==> src/rtl/pipe_stage_skid.sv <==
// pipe_stage_skid: valid/allow pipeline stage with optional skid entry and saturating stall counter
module pipe_stage_skid #(
  parameter int DW       = 32,
  parameter int SKID     = 1,
  parameter int CLR_DATA = 1,
  parameter int SCW      = 16
) (
  input  logic           clk,
  input  logic           rst_n,
  input  logic           clear,
  input  logic           validin,
  input  logic [DW-1:0]  in_data,
  output logic           in_allow,
  input  logic           pipe_ready_go,
  input  logic           out_allow,
  output logic           validout,
  output logic [DW-1:0]  out_data,
  output logic [1:0]     occupancy,
  output logic [SCW-1:0] stall_cnt
);
  logic          main_valid, skid_valid, mv_n, sv_n, accept, depart, stall;
  logic [DW-1:0] main_data, skid_data, md_n, sd_n;
  assign validout  = main_valid && pipe_ready_go;
  assign depart    = validout && out_allow;
  // skid mode decouples in_allow from downstream: it depends only on the skid register
  assign in_allow  = (SKID != 0) ? !skid_valid : (!main_valid || (pipe_ready_go && out_allow));
  assign accept    = validin && in_allow;
  assign stall     = main_valid && pipe_ready_go && !out_allow;
  assign occupancy = {1'b0, main_valid} + {1'b0, skid_valid};
  assign out_data  = main_data;
  always_comb begin
    mv_n = main_valid;
    md_n = main_data;
    sv_n = skid_valid;
    sd_n = skid_data;
    if (clear) begin
      mv_n = 1'b0;
      sv_n = 1'b0;
      if (CLR_DATA != 0) begin
        md_n = '0;
        sd_n = '0;
      end
    end else if (SKID == 0) begin
      if (in_allow) begin
        mv_n = validin;
        if (validin) md_n = in_data;
      end
    end else if (main_valid && !depart) begin
      if (accept) begin
        sv_n = 1'b1;
        sd_n = in_data;
      end
    end else if (skid_valid) begin
      mv_n = 1'b1;
      md_n = skid_data;
      sv_n = 1'b0;
    end else begin
      mv_n = accept;
      if (accept) md_n = in_data;
    end
  end
  always_ff @(posedge clk or negedge rst_n) begin
    if (!rst_n) begin
      main_valid <= 1'b0;
      skid_valid <= 1'b0;
      main_data  <= '0;
      skid_data  <= '0;
      stall_cnt  <= '0;
    end else begin
      main_valid <= mv_n;
      skid_valid <= sv_n;
      main_data  <= md_n;
      skid_data  <= sd_n;
      stall_cnt  <= (stall && stall_cnt != '1) ? stall_cnt + SCW'(1) : stall_cnt;
    end
  end
endmodule
==> config.mk <==
export PLATFORM = sky130hd
export DESIGN_NAME = pipe_stage_skid
export DESIGN_NICKNAME = d
export VERILOG_FILES = /design/src/rtl/pipe_stage_skid.sv
export SDC_FILE = /design/constraint.sdc
export NUM_CORES = 1
export LEC_CHECK = 0
export CAP_MARGIN = 20
export CORE_ASPECT_RATIO = 0.8
export CORE_MARGIN = 2
export CORE_UTILIZATION = 40
export CTS_CLUSTER_SIZE = 40
export DETAILED_ROUTE_END_ITERATION = 12
export GPL_ROUTABILITY_DRIVEN = 0
export PLACE_DENSITY = 0.73
export SETUP_SLACK_MARGIN = 0.1
export SYNTH_ARGS = -nofsm -noshare
export SYNTH_HDL_FRONTEND = slang
export SYNTH_SLANG_ARGS = --single-unit
==> constraint.sdc <==
create_clock -name clk -period 3.2 [get_ports clk]
set_clock_uncertainty 0.2 [all_clocks]
set_input_delay 0.32 -clock clk [delete_from_list [all_inputs] [get_ports clk]]
set_output_delay 0.32 -clock clk [all_outputs]
set_load 0.02 [all_outputs]
==> impl_metrics.yaml <==
floorplanning:
  ios: 90
  start_util_pct: 40.8
  dieArea_um2: 9960
  core_area_um2: 9000
  die_width_um: 111
  rows: 31
  die_y_um: 89.7
drt:
  routed_wl_mm: 8.32
  top_layer: "met4"
  antenna_left: 0
  vias_per_cell: 5.28
  avgRoutedWirePerCell_um: 16.2
  wl_met3_um: 448
  drc: 0
  drt-pass1-iter-count: 4
  met2WireLength_mm: 4.01
  drtIter0Drc: 115
  vias: 2712
  met1Wirelength_mm: 3.78
cts:
  cts.clk_slew.worst_paths_ns: 0.06
  cts_made_buffers: 9
  cts_tree: "built"
  cts_root_buf: "clkbuf_16"
  clkLatencyLatePin_ns: 0.33
  clock_sinks: 82
  cts-resized-gates: 0
  htree_num_levels: 3
  cts_buffer_depth: 2
pwr:
  p_leak_uw: 0.00223
  p_per_area_nw_per_um2: 540
  vdd_drop_max_v: 0.000278
  fin_total_pwr_uw: 2700
worst_setup_path:
  required_ns: 2.68
  cp_slowest_cell: "dfrtp_2"
  end_kind: "output port"
  ff2ff_path_depth: 5
  critPathMaxFanout: 20
  crit_chain: "ha_1 -> clkdlybuf4s50_1"
  arrival_ns: 1.93
  worst-path-stages: 2
  cpLargestDelayFamily: "flip-flops"
  critical_path_buf_inv_count: 1
  rr_startpoint: "skid_valid"
  crit_start: "skid_valid"
  worstSetupPathType: "reg2out"
  cpPeakStageDelay_ns: 0.73
  worstSetupStartpointType: "flop"
finish:
  fill_cells: 757
  diodes: 0
  fin_util_pct: 55.6
  drive_gt1_share_pct: 9.27
  final_common_cell: "clkdlybuf4s50_1"
  final_nets: 437
  stdcell_count: 514
  synthToLayoutAreaGrowth_pct: 36.3
  final_cell_mix: "clkdlybuf4s50_1, dfrtp_1, nor2_1, mux2i_1, a211oi_1"
placed_design:
  dp_hpwl_mm: 5.55
  port_buffers: 89
  placed_cells: 499
sta:
  relSlewSlack_pct: 60.2
  worst-slew-pin-transition_ns: 0.593
  clock.fmax_ghz: 0.408
  rsz0062_at_grt: "no"
  fin_crit_ns: 2.45
  setup_violations: 0
  fin_crit_sh_pct: 76.7
  tns_ns: 0
  holdWs_ns: 0.159
  hold_violations: 0
  drv_slew: 0
global_routing:
  antenna_found_initial: 0
  grt_pass1_wl_mm: 13.7
  grt_max_degree: 83
  overflow: 0
  grt_pass1_vias: 2721
  grt_util_all_layers_pct: 17.5
logic_synthesis:
  synth_area_per_cell_um2: 11.8
  synthCells: 310
  synthesis.nets: 350
  ys_types: 34
  synth_area_um2: 3670
  ys_seq_elements: 82
  yosysWarnings: 0
  synth.yosys.seq_area_share_pct: 55.9
worst_hold_path:
  hold_path.class: "in2async"
job:
  max-cap-violations: 0
outcome:
  status: "finished, final reports clean"
## worst paths after layout
kind | to | slack (ns)
min | stall_cnt[2] | 0.16
min in group clk | main_valid | 0.21
max reg2reg | out_data[19] | 0.84
min reg2reg | stall_cnt[15] | 0.30
max | occupancy[0] | 0.75
max in group asynchronous | skid_valid | 2.05
## Yosys cell counts
library cell  instances  area [um^2]
a2111oi_2             1         15.0
a211oi_1             34          255
a21bo_2               1         10.0
a21oi_1               4         20.0
a21oi_2               1         8.76
a22o_1               22          193
a31oi_1               1         6.26
and2_1                2         12.5
and3_1                2         12.5
and3b_1               1         8.76
buf_1                 5         18.8
buf_2                 9         45.0
clkbuf_1              8         30.0
dfrtp_1              82         2050
ha_1                  2         25.0
inv_1                 1         3.75
mux2_4                1         15.0
mux2i_1              43          430
nand2_1               8         30.0
nand3_1               5         25.0
nand3b_1              1         7.51
nand3b_4              1         20.0
nand4_1               2         12.5
nor2_1               45          169
nor2b_1               1         6.26
nor3_1                4         20.0
nor3b_1               1         7.51
nor4_1                2         12.5
nor4_4                1         21.3
nor4b_2               2         30.0
o21a_1                1         7.51
or2_2                 2         12.5
or4_4                 1         11.3
xor2_1               13          114
## power breakdown
part	total, uW	internal [uW]	leakage [uW]	switching, uW
Sequential	1180	1110	0.00110	64.3
Combinational	475	234	0.000986	241
Clock	1050	667	0.000147	385
Total	2700	2010	0.00223	690
## per-stage QoR
step / instance area (um^2) / setup slack, ns
6_report: 5000 / 0.747
5_1_grt: 5000 / 0.680
4_1_cts: 4960 / 0.720
3_5_place_dp: 4670 / 0.795
3_3_place_gp: 4670 / 0.920
2_1_floorplan: 3670 / 1.07
## layer usage
metal,up-vias,global-route usage (%)
met1,1326,23.0
met5,-,0
li1,1302,-
met3,8,5.37
met4,0,4.04
met2,76,29.1
## flip-flops by register name, summed over array words and instances (netlist names)
name,flops
main_valid,1
skid_data,32
skid_valid,1
stall_cnt,16
out_data,32
## cell families (layout without fill, tap and decap cells)
logic type | Yosys count | after routing | share of synthesized area, %
mux | 44 | 44 | 12.1
flops | 82 | 82 | 55.9
fa+ha+maj | 2 | 2 | 0.682
buf+inv | 23 | 112 | 2.66
xor+xnor | 13 | 13 | 3.10
compound gates | 65 | 65 | 14.1
simple gates | 81 | 81 | 11.4
## what timing repair did
item	in CTS	in global routing
hold endpoints to repair	0	82
hold buffers	0	1
setup buffers	0	0
## area by class of cell
class | count | area, um^2 | share of cell area (%)
Clock buffer | 9 | 225 | 4.50
Sequential cell | 82 | 2050 | 41.1
Inverter | 1 | 3.75 | 0.0751
Clock inverter | 4 | 70.1 | 1.40
Multi-Input combinational cell | 205 | 1530 | 30.6
Tap cell | 115 | 144 | 2.88
Timing Repair Buffer | 98 | 973 | 19.5
Power figures use the tool's default switching activity.
